$ cat src/rtl/stimulus_sequencer_pkg.sv
// Shared definitions for the stimulus sequencer.
// Holds the controller state encoding and the sequence-mode constants
// used by the top level and by the testbench.
package stimulus_sequencer_pkg;

  typedef enum logic [1:0] {
    ST_IDLE = 2'd0,
    ST_RUN  = 2'd1,
    ST_GAP  = 2'd2,
    ST_DONE = 2'd3
  } state_e;

  localparam logic [1:0] MODE_SINGLE = 2'b00;
  localparam logic [1:0] MODE_ALL    = 2'b01;
  localparam logic [1:0] MODE_LOOP   = 2'b10;
  localparam logic [1:0] MODE_REPEAT = 2'b11;

endpackage

$ cat src/rtl/stim_wrap_counter.sv
// Modulo-N up-counter with clear, load and enable.
// Ports:
//   clk_i        rising-edge clock
//   rst_ni       asynchronous active-low reset, count returns to 0
//   clear_i      synchronous clear to 0 (highest priority)
//   load_i       synchronous load of loadValue_i
//   loadValue_i  value taken on load_i
//   enable_i     advance by one, wrapping from MODULUS-1 to 0
//   count_o      current count
//   wrap_o       high while count_o sits at MODULUS-1
module stim_wrap_counter #(
  parameter int WIDTH   = 4,
  parameter int MODULUS = 16
) (
  input  logic             clk_i,
  input  logic             rst_ni,
  input  logic             clear_i,
  input  logic             load_i,
  input  logic [WIDTH-1:0] loadValue_i,
  input  logic             enable_i,
  output logic [WIDTH-1:0] count_o,
  output logic             wrap_o
);

  logic [WIDTH-1:0] count_q;
  logic [WIDTH-1:0] count_d;

  assign wrap_o  = (count_q == WIDTH'(MODULUS - 1));
  assign count_o = count_q;

  // Next-count selection: clear beats load, load beats enable.
  always_comb begin
    count_d = count_q;
    if (clear_i) begin
      count_d = '0;
    end else if (load_i) begin
      count_d = loadValue_i;
    end else if (enable_i) begin
      count_d = wrap_o ? '0 : count_q + WIDTH'(1);
    end
  end

  // Count register.
  always_ff @(posedge clk_i or negedge rst_ni) begin
    if (!rst_ni) begin
      count_q <= '0;
    end else begin
      count_q <= count_d;
    end
  end

endmodule

$ cat src/rtl/stimulus_sequencer.sv
// Stimulus sequencer: walks a multi-frame stimulus ROM, issuing one read
// per cycle while the downstream side is ready, with selectable sequence
// modes, programmable inter-frame gaps, frame markers and abort.
// Ports:
//   clk             rising-edge clock
//   rst             asynchronous active-low reset
//   start           launch pulse, only honoured in IDLE
//   abort           stop request, honoured in RUN/GAP
//   mode            00 single, 01 all once, 10 loop all, 11 repeat one
//   frame_init      first frame to play
//   gap             idle cycles inserted between frames
//   ready           downstream accepts a word this cycle
//   rom_rd_address  in-frame offset
//   frame_sel       current frame
//   rd_en           word issued this cycle
//   sof / eof       rd_en at first / last offset of a frame
//   busy            sequencer is in RUN or GAP
//   done            one-cycle completion or abort pulse
//   frame_count     frames completed since start, saturating
module stimulus_sequencer
  import stimulus_sequencer_pkg::*;
#(
  parameter int DEPTH        = 257,
  parameter int ADDRESSWIDTH = 9,
  parameter int NFRAMES      = 4,
  parameter int FRAMEWIDTH   = 2,
  parameter int GAPWIDTH     = 8,
  parameter int CNTWIDTH     = 16
) (
  input  logic                    clk,
  input  logic                    rst,
  input  logic                    start,
  input  logic                    abort,
  input  logic [1:0]              mode,
  input  logic [FRAMEWIDTH-1:0]   frame_init,
  input  logic [GAPWIDTH-1:0]     gap,
  input  logic                    ready,
  output logic [ADDRESSWIDTH-1:0] rom_rd_address,
  output logic [FRAMEWIDTH-1:0]   frame_sel,
  output logic                    rd_en,
  output logic                    sof,
  output logic                    eof,
  output logic                    busy,
  output logic                    done,
  output logic [CNTWIDTH-1:0]     frame_count
);

  state_e                state_q;
  logic [1:0]            mode_q;
  logic [FRAMEWIDTH-1:0] frameInit_q;
  logic [GAPWIDTH-1:0]   gap_q;
  logic [GAPWIDTH-1:0]   gapCnt_q;
  logic [CNTWIDTH-1:0]   frameCount_q;
  logic [CNTWIDTH-1:0]   frameCount_d;

  logic                  launch;
  logic                  offsetWrap;
  logic                  frameWrap;
  logic                  advanceFrame;
  logic                  lastFrame;
  logic [FRAMEWIDTH-1:0] nextFrame;

  assign launch       = (state_q == ST_IDLE) & start;
  // abort suppresses the issue in the same cycle so no word slips out.
  assign rd_en        = (state_q == ST_RUN) & ready & ~abort;
  assign eof          = rd_en & offsetWrap;
  assign sof          = rd_en & (rom_rd_address == '0);
  assign busy         = (state_q == ST_RUN) | (state_q == ST_GAP);
  assign done         = (state_q == ST_DONE);
  assign frame_count  = frameCount_q;
  assign advanceFrame = eof & ((mode_q == MODE_ALL) | (mode_q == MODE_LOOP));
  assign nextFrame    = frameWrap ? '0 : frame_sel + FRAMEWIDTH'(1);
  assign frameCount_d = (&frameCount_q) ? frameCount_q : frameCount_q + CNTWIDTH'(1);

  // In all-once mode the run is over when the next frame would bring us
  // back to the frame we started on; loop and repeat never finish.
  always_comb begin
    lastFrame = 1'b0;
    case (mode_q)
      MODE_SINGLE: lastFrame = 1'b1;
      MODE_ALL:    lastFrame = (nextFrame == frameInit_q);
      default:     lastFrame = 1'b0;
    endcase
  end

  // In-frame offset: restarts at 0 on launch, advances on every issued word.
  stim_wrap_counter #(
    .WIDTH   (ADDRESSWIDTH),
    .MODULUS (DEPTH)
  ) u_offset (
    .clk_i       (clk),
    .rst_ni      (rst),
    .clear_i     (launch),
    .load_i      (1'b0),
    .loadValue_i ('0),
    .enable_i    (rd_en),
    .count_o     (rom_rd_address),
    .wrap_o      (offsetWrap)
  );

  // Frame select: loaded from frame_init on launch, stepped at end of frame
  // only in the modes that walk through frames.
  stim_wrap_counter #(
    .WIDTH   (FRAMEWIDTH),
    .MODULUS (NFRAMES)
  ) u_frame (
    .clk_i       (clk),
    .rst_ni      (rst),
    .clear_i     (1'b0),
    .load_i      (launch),
    .loadValue_i (frame_init),
    .enable_i    (advanceFrame),
    .count_o     (frame_sel),
    .wrap_o      (frameWrap)
  );

  // Control FSM with the configuration latch, gap countdown and
  // completed-frame counter.
  always_ff @(posedge clk or negedge rst) begin
    if (!rst) begin
      state_q      <= ST_IDLE;
      mode_q       <= '0;
      frameInit_q  <= '0;
      gap_q        <= '0;
      gapCnt_q     <= '0;
      frameCount_q <= '0;
    end else begin
      case (state_q)
        ST_IDLE: begin
          if (start) begin
            mode_q       <= mode;
            frameInit_q  <= frame_init;
            gap_q        <= gap;
            frameCount_q <= '0;
            state_q      <= ST_RUN;
          end
        end
        ST_RUN: begin
          if (abort) begin
            state_q <= ST_DONE;
          end else if (eof) begin
            frameCount_q <= frameCount_d;
            if (lastFrame) begin
              state_q <= ST_DONE;
            end else if (gap_q != '0) begin
              gapCnt_q <= gap_q;
              state_q  <= ST_GAP;
            end
          end
        end
        ST_GAP: begin
          if (abort) begin
            state_q <= ST_DONE;
          end else if (gapCnt_q <= GAPWIDTH'(1)) begin
            gapCnt_q <= '0;
            state_q  <= ST_RUN;
          end else begin
            gapCnt_q <= gapCnt_q - GAPWIDTH'(1);
          end
        end
        ST_DONE: begin
          state_q <= ST_IDLE;
        end
        default: begin
          state_q <= ST_IDLE;
        end
      endcase
    end
  end

endmodule

$ cat config.mk
export PLATFORM = sky130hd
export DESIGN_NAME = stimulus_sequencer
export DESIGN_NICKNAME = d
export VERILOG_FILES = /design/src/rtl/stimulus_sequencer_pkg.sv /design/src/rtl/stim_wrap_counter.sv /design/src/rtl/stimulus_sequencer.sv
export SDC_FILE = /design/constraint.sdc
export NUM_CORES = 1
export LEC_CHECK = 0
export CAP_MARGIN = 40
export CORE_MARGIN = 2
export CORE_UTILIZATION = 55
export CTS_CLUSTER_DIAMETER = 150
export DETAILED_ROUTE_END_ITERATION = 10
export PLACE_DENSITY_LB_ADDON = 0.08
export SLEW_MARGIN = 40
export SYNTH_ARGS = -nofsm -noshare
export SYNTH_HDL_FRONTEND = slang
export SYNTH_HIERARCHICAL = 1
export SYNTH_SLANG_ARGS = --single-unit
$ cat constraint.sdc
create_clock -name clk -period 4.55 [get_ports clk]
set_clock_uncertainty 0.2 [all_clocks]
set_input_delay 0.455 -clock clk [delete_from_list [all_inputs] [get_ports clk]]
set_output_delay 0.455 -clock clk [all_outputs]
set_load 0.05 [all_outputs]
Yosys cells after proc, flatten, opt, wreduce, memory -nomap -nowiden
Cells that the tools add are included.
{ "classes": {"addsub": 4, "order_cmp": 1, "eq_ne": 18, "n_mux": 27, "bitwise": 9, "reduce_logical": 13} }
{ "ops": {"columns": ["cell", "count"], "rows": [
  ["$mux W16", 4],
  ["$mux W8", 6],
  ["$pmux W16 S2", 1],
  ["$mux W9", 3],
  ["$mux W2", 10],
  ["$add A16 B1 Y16 const B", 1],
  ["$pmux W8 S2", 1],
  ["$reduce_and A16 Y1", 1],
  ["$ne A2 B2 Y1 const B", 6],
  ["$add A9 B1 Y9 const B", 1],
  ["$eq A9 B9 Y1 const B", 1],
  ["$logic_not A9 Y1", 1],
  ["$eq A2 B2 Y1 const B", 4],
  ["$le A8 B1 Y1 const B", 1],
  ["$pmux W2 S4", 1],
  ["$reduce_bool A2 Y1", 4],
  ["$reduce_bool A8 Y1", 1],
  ["$sub A8 B1 Y8 const B", 1],
  ["$and A1 B1 Y1", 6],
  ["$reduce_and A6 Y1", 1],
  ["$reduce_and A5 Y1", 1],
  ["$eq A2 B1 Y1 const B", 2],
  ["$logic_not A2 Y1", 2],
  ["$ne A4 B3 Y1 const B", 1],
  ["other kinds (10)", 11]
]} }
{ "totals": {"ff_bits": 49, "out_inout_bits": 32} }

Depth between registers and ports, before layout
Gate-level depths: netlist of the first run.
{ "depth": {"word_depth": 8, "ltp_mapped": 10} }

Cells and area by module
The synthesis of the first run kept the hierarchy.
{ "by_module_without_submodules": {"columns": ["module", "n_inst", "cells_each", "area_per_inst_um2"], "rows": [
  ["stimulus_sequencer", 1, 242, 2317.2],
  ["stim_wrap_counter (u_offset)", 1, 64, 615.6],
  ["stim_wrap_counter (u_frame)", 1, 11, 126.4]
]} }

Least setup slack after synthesis of the first run
OpenSTA, ideal clock, no wires.
{ "synth_path": {"path_kind": "register -> output", "startpoint": "register state_q[1]", "endpoint": "output port sof", "t_arrival_ps": 2976, "required_ps": 3895, "setup_slack_ps": 919, "path_stages_with_launch": 6, "path_buffers": 0, "cell_sequence": "dfrtp_1 > inv_1 > ha_1 > and3_1 > nand2_1 > nor4_1"} }
{ "synth_via": {"elab_chain_cells": 4} }
{ "synth_rtl": {"columns": ["item", "line", "rtl"], "rows": [
  ["start, declared", "stimulus_sequencer.sv:48", "state_e state_q;"],
  ["start signal, assigned", "stimulus_sequencer.sv:121", "state_q <= ST_IDLE;"],
  ["start signal, assigned", "stimulus_sequencer.sv:135", "state_q <= ST_RUN;"],
  ["start signal, assigned", "stimulus_sequencer.sv:140", "state_q <= ST_DONE;"],
  ["$eq A2 B1 Y1", "stimulus_sequencer.sv:65", "assign rd_en = (state_q == ST_RUN) & ready & ~abort;"],
  ["$and A1 B1 Y1 (2 in series)", "stimulus_sequencer.sv:65", null],
  ["net rd_en", "stimulus_sequencer.sv:40", "output logic rd_en,"],
  ["$and A1 B1 Y1", "stimulus_sequencer.sv:67", "assign sof = rd_en & (rom_rd_address == '0);"],
  ["end, declared", "stimulus_sequencer.sv:41", "output logic sof,"]
]} }
The timed path passes the listed nets, and every way through them passes these cells.

Worst setup path in the final report of the first run
{ "layout_path": {"startpoint": "register state_q[1]", "endpoint": "output port sof"} }
{ "layout_via": {"elab_chain_cells": 4} }
{ "layout_rtl": {"columns": ["item", "line"], "rows": [
  ["$eq A2 B1 Y1", "stimulus_sequencer.sv:65"],
  ["$and A1 B1 Y1 (2 in series)", "stimulus_sequencer.sv:65"],
  ["$and A1 B1 Y1", "stimulus_sequencer.sv:67"]
]} }
Every way passes these cells.

==> results.md, run 1 <==
* Port bufs at 48
* Area leader, netlist: dfrtp_1
* Max-cap violations at 0
* Post-synth cell types at 67
* Vias in the first global route at between 2k and 3k
* Cell with the most instances after synthesis: dfrtp_1
* Cell area after placement at about 0.0036 mm^2
* CP required at slightly below 4 ns
* Endpoint class of the critical path: primary output
* Leak at 1.53 nW
* Core Util, Final at around 69%
* Core ar. at ~0.0054 mm^2
* Clock Latency Late Sink at 0.30 ns
* Largest net degree at the start of global routing at 50
* Clk pin slew, worst setup/hold paths at around 0.090 ns
* Max H-tree Level at 2
* Top post-synthesis cells by count: dfrtp_1, nor2_1, nand2_1
* Seq pwr share at a little over a third
* Relative slew slack at between 50 and 60%
* DRC at 0
* Die X at between 70 and 80 um
* Initial antenna violation count at 0
* Slew Viols, Final at 0
* Hold_buf cts at 0
* Resize count post-CTS at 0
* Iteration-0 DRC Markers at 252
* Vias at ~2.7k
* Critical Path Source: state_q[1]
* Synth Instances at ~320
* R2R depth at 7
* First-pass GRT wire length at approximately 12000 um
* Largest stage delay, worst path at between 0.8 and 0.9 ns
* WP data arrival at between 2 and 3 ns
* Register area share after synthesis at around 40%
* Drt via density at between 5 and 6
* Clock share of power at approximately 14%
* Switching Share at a little under half
* FF-to-FF setup slack at 1.61 ns
* CTS tree: yes
* Clock Path Buffers at 2
* Final instance area at roughly 0.0037 mm^2
* WL/cell at between 15 and 20 um
* CP Class: flip-flop to primary output
* Final setup fails at 0
* RSZ-0062 raised after global routing: no
* Synthesized area at between 0.003 and 0.004 mm^2
* Tot GR Track Use at between 20 and 25%
* Seq cells post-synth at roughly 50
* CTS Buf Count at 5
* Post-CTS Setup Bufs at 0
* Proportion of layout cells with a drive suffix above 1 at 11.3%
* ANT nets after route at 0
* CTS sink count at 49
* Initial Util at 56.2%
* Worst slew pin tran at between 0.7 and 0.8 ns
* Worst setup margin at between 1 and 1.5 ns
* Area Overhead vs Synth at 22.6%
* YS warnings at 6
* Synthesized area per cell at a little under 10 um^2
* Top cell type's share of synthesized area at between 40% and 50%
* Final GP Congestion at 0.847
* Setup TNS at 0 ns
* Hold Path Class: input port to asynchronous set/reset pin
* Die area at 0.00617 mm^2
* DR pass1 iterations at 6
* Post-route minimum period at about 3.4 ns
* NumNets Final at between 400 and 500
* Comb power frac at around 50%
* Worst vdd ir at roughly 330 uV
* P_sw at between 0.9 and 1 mW
* Final Hold Viols at 0
* CP max stage cell: clkdlybuf4s50_1
* P_int at approximately 1.1 mW
* Critical Path Source Type: flip-flop
* Dpl ws at ~1.3 ns
* Clk root buf: clkbuf_8
* Crit-path cells: inv_1, ha_1, and3_1, nand2_1, nor4_1, clkdlybuf4s50_1
* WL final at 6920 um
* Crit-path max FO at 9
* Post-DP HPWL at roughly 5000 um
* Status: complete, no violations
* Final worst-path cycle share at 75.8%
* Die H at about 79 um
* Num rows at 27
* WHS at between 0.05 and 0.06 ns
* PD cells at 542 mW/mm^2
* # IOs at just under 50
* Ys flop type: dfrtp_1
* Post-synth EDFFs at 0
* FFs w/ async S/R, synth at 100%
* Total gr overflow at 0
* Worst r2r src: u_offset/count_o[5]
* Reg-to-Reg End: frame_count[8]
* Ranking of synthesized cells by area: dfrtp_1, ha_1, mux2_2
* Antenna cells at 0
* Fmax at about 0.29 GHz
* CP endpoint: sof
-- kinds of logic after synthesis --
family                     count (synthesis)  synth area share (%)
and+or+nand+nor                          116                  21.2
AOI/OAI and AO/OA                         85                  21.2
DFF                                       49                  40.1
buffers and inverters                     29                  4.09
muxes                                     15                  5.40
adders and majority gates                 13                  5.32
xor gates and xnor gates                   9                  2.58
other                                      1                 0.123
-- cells in the final DEF, fill, tap and decap left out, types with 3 or more instances in the layout --
cell type,n
a31oi_1,7
nor4_1,7
nand3_1,8
nand2_1,23
a22o_1,3
nor2b_1,5
or4_1,3
o21ai_0,11
nor3b_1,4
a21o_1,3
xnor2_1,8
mux2_2,12
clkbuf_8,7
and2_1,3
a2111oi_0,4
clkdlybuf4s50_1,47
nand2b_1,3
a32oi_1,3
ha_1,13
inv_1,21
o31ai_1,8
nor3_1,7
mux2i_1,3
dfrtp_1,49
a21oi_1,15
a211oi_1,3
conb_1,14
a31o_2,4
nor2_1,29
-- stage by stage --
step	power, mW	cells
3_3_place_gp	1.72	444
5_1_grt	2.19	452
4_1_cts	2.04	452
6_report	2.03	452
3_5_place_dp	1.75	444
2_1_floorplan	1.49	330
-- power by group through the flow --
stage	combinational [mW]	clock, mW	sequential, mW
5_1_grt	1.12	0.310	0.761
4_1_cts	1.01	0.293	0.735
3_5_place_dp	1.01	0	0.743
2_1_floorplan	0.672	0	0.818
6_report	1.01	0.284	0.737
3_3_place_gp	0.984	0	0.739
-- critical path, delay by kind of cell (launching register included) --
family	cells	cell delay (ns)
buffers and inverters	2	0.97
AND/OR/NAND/NOR	3	0.76
flip-flops	1	0.45
adder cells (fa/ha/maj)	1	0.32
-- per-layer routing --
| metal | track usage (%) | share of wire, % | vias up |
|---|---|---|---|
| met4 | 6.84 | 0.91 | 0 |
| li1 | - | - | 1288 |
| met1 | 34.4 | 45 | 1282 |
| met2 | 39.5 | 49 | 95 |
| met5 | 0 | 0 | - |
| met3 | 4.37 | 5.6 | 6 |
-- flip-flops by register name (all words and copies together) (netlist names) --
register / cells
u_offset/count_o: 9
frameInit_q: 2
gapCnt_q: 8
mode_q: 2
state_q: 2
gap_q: 8
frame_count: 16
u_frame/count_o: 2
-- worst min-delay path by stage --
stage / start / endpoint / slack, ns / depth (start not counted)
floorplan: rst / frameInit_q[0] / -0.04 / 0
global placement: gap_q[6] / gap_q[6] / 0.31 / 1
detailed placement: gap_q[6] / gap_q[6] / 0.31 / 1
CTS: rst / gapCnt_q[6] / 0.07 / 2
global route: rst / gapCnt_q[6] / 0.11 / 2
finish: rst / gapCnt_q[6] / 0.05 / 2
-- final cells by class --
class                      instances  area (um^2)
clock inverter                     1         5.00
fill                             424         1690
tap                               72         90.1
inverter                          21         78.8
multi-input combinational        252         1760
timing repair buffer              50          490
sequential                        49         1230
clock buffer                       7         96.3
Note: power is estimated with default switching activity, not from simulation.
==> inputs of run 2 (changes only) <==
CORE_UTILIZATION = 49   (was 55)
clock period = 2.91 ns   (was 4.55 ns; I/O delays follow)
==> results.md, run 2 (synthesis gave the netlist of run 1 again) <==
* Status: complete, no violations
* Post-CTS Setup Bufs at 0
* Antenna cells at 0
* Worst slew pin tran at between 0.5 and 0.6 ns
* Final worst-path cycle share at between 90 and 100%
* Dpl ws at 0.182 ns
* Port bufs at between 40 and 50
* Most frequent cells in the layout: dfrtp_1, clkdlybuf4s50_1, nor2_1
* Switching Share at between 40 and 50%
* DRC at 0
* Hold Path Class: input port to asynchronous set/reset pin
* Vias in the first global route at around 2.5k
* Vias at about 2.6k
* Slew Viols, Final at 0
* P_sw at approximately 1.5 mW
* Initial antenna violation count at 0
* Relative slew slack at 62.8%
* First-pass GRT wire length at 12400 um
* Final Hold Viols at 0
* Initial Util at 51.1%
* CP max stage cell: or4_4
* P_int at approximately 1.8 mW
* CTS tree: yes
* WP data arrival at approximately 2.8 ns
* DR pass1 iterations at 4
* Die X at a little over 80 um
* Max reg flops at 16
* Comb power frac at between 40% and 50%
* Largest net degree at the start of global routing at 26
* CP required at about 2.9 ns
* Seq pwr share at about 36%
* Leak at ~1.6 nW
* Proportion of layout cells with a drive suffix above 1 at 15.2%
* Area Overhead vs Synth at 25.5%
* Clk pin slew, worst setup/hold paths at 0.09 ns
* Die area at 0.00689 mm^2
* Clock Path Buffers at 2
* WL final at approximately 7200 um
* Bufs and invs on worst path at 0
* Drt via density at around 5.7
* CTS sink count at 49
* NumNets Final at 417
* Total gr overflow at 0
* WL/cell at ~16 um
* Die H at slightly above 80 um
* Largest stage delay, worst path at approximately 0.57 ns
* PD cells at about 850 mW/mm^2
* Endpoint class of the critical path: flip-flop
* Final std cells w/o fill at between 400 and 500
* Crit-path cells: or4_4, nor2_2, and4b_4, o21ai_1, a31oi_1, mux2_2
* CP Class: flip-flop to flip-flop
* Iteration-0 DRC Markers at between 150 and 200
* Final setup fails at 0
* Clock share of power at about 15%
* Worst vdd ir at between 700 and 800 uV
* Crit-path max FO at 7
* RSZ-0062 raised after global routing: no
* Max-cap violations at 0
* Post-DP HPWL at between 5000 and 6000 um
* Tot GR Track Use at between 20% and 30%
* Setup TNS at 0 ns
* Post-route minimum period at approximately 2.8 ns
* Inst Count DP at around 450
* Max H-tree Level at 2
* Clock Latency Late Sink at slightly above 0.3 ns
* Commonest non-fill, non-tap cell in the layout: dfrtp_1
* Core ar. at 0.00599 mm^2
* Worst r2r src: u_offset/count_o[6]
* CTS Buf Count at 5
* Critical Path Source Type: flip-flop
* Core Util, Final at 64.1%
* Fmax at about 0.36 GHz
* # IOs at between 40 and 50
* Largest delay share family, worst path: simple AND/OR/NAND/NOR gates
* Clk root buf: clkbuf_8
* Final GP Congestion at about 0.86
* Fillers at between 500 and 600
* Critical Path Source: u_offset/count_o[6]
* Worst setup margin at approximately 0.16 ns
* Num rows at 28
* ANT nets after route at 0
* Final Total Pwr at roughly 3.3 mW
[run 2: changes by cell type in the layout (fill, tap and decap cells not counted), sizes merged]
cell           before  now
buf                 3   13
bufinv              0    1
clkbuf              7    5
clkdlybuf4s50      47   44
dlygate4sd3         0    1
[run 2: power by group through the flow]
stage               clock network, mW  logic (mW)  registers, mW
floorplan                           0        1.05           1.28
global placement                    0        1.59           1.17
detailed placement                  0        1.60           1.17
CTS                             0.500        1.61           1.16
global route                    0.522        1.77           1.20
finish                          0.482        1.62           1.17
[run 2: layout make-up]
cell class              instances  area (um^2)  area share [%]
multi-input cells             252         1770            46.2
clock inverters                 2         35.0           0.912
inverters                      21         78.8            2.05
flip-flops and latches         49         1230            32.1
well taps                      75         93.8            2.44
clock buffers                   5         68.8            1.79
repair buffers                 58          558            14.5
[run 2: what timing repair did]
item / 4_1_cts / 5_1_grt
hold buffers: 1 / 0
resized for setup: 0 / 2
endpoints found under the hold margin: 24 / 0
setup endpoints to repair: 0 / 7
[run 2: per-stage QoR]
stage	instance area (um^2)	hold WS (ns)
2_1_floorplan	3120	-0.205
5_1_grt	3840	0.204
3_3_place_gp	3720	-0.0319
6_report	3840	0.172
3_5_place_dp	3720	-0.0273
4_1_cts	3830	0.174
[run 2: metal layers]
layer	global-route usage, %	wire, um	vias up
met1	29.7	3480	1255
met4	5.51	86	0
met2	35.3	3440	52
met5	0	0	-
met3	3.68	215	8
li1	-	-	1308
[run 2: final timing paths]
kind | depth (start not counted) | slack [ns] | to
min in group clk | 3 | 0.34 | mode_q[1]
hold reg to reg | 1 | 0.34 | gap_q[2]
setup reg to reg | 6 | 0.16 | frame_count[0]
max in group asynchronous | 3 | 1.71 | u_offset/count_o[2]
hold / removal | 2 | 0.17 | u_frame/count_o[1]
setup / recovery | 6 | 0.16 | frame_count[0]
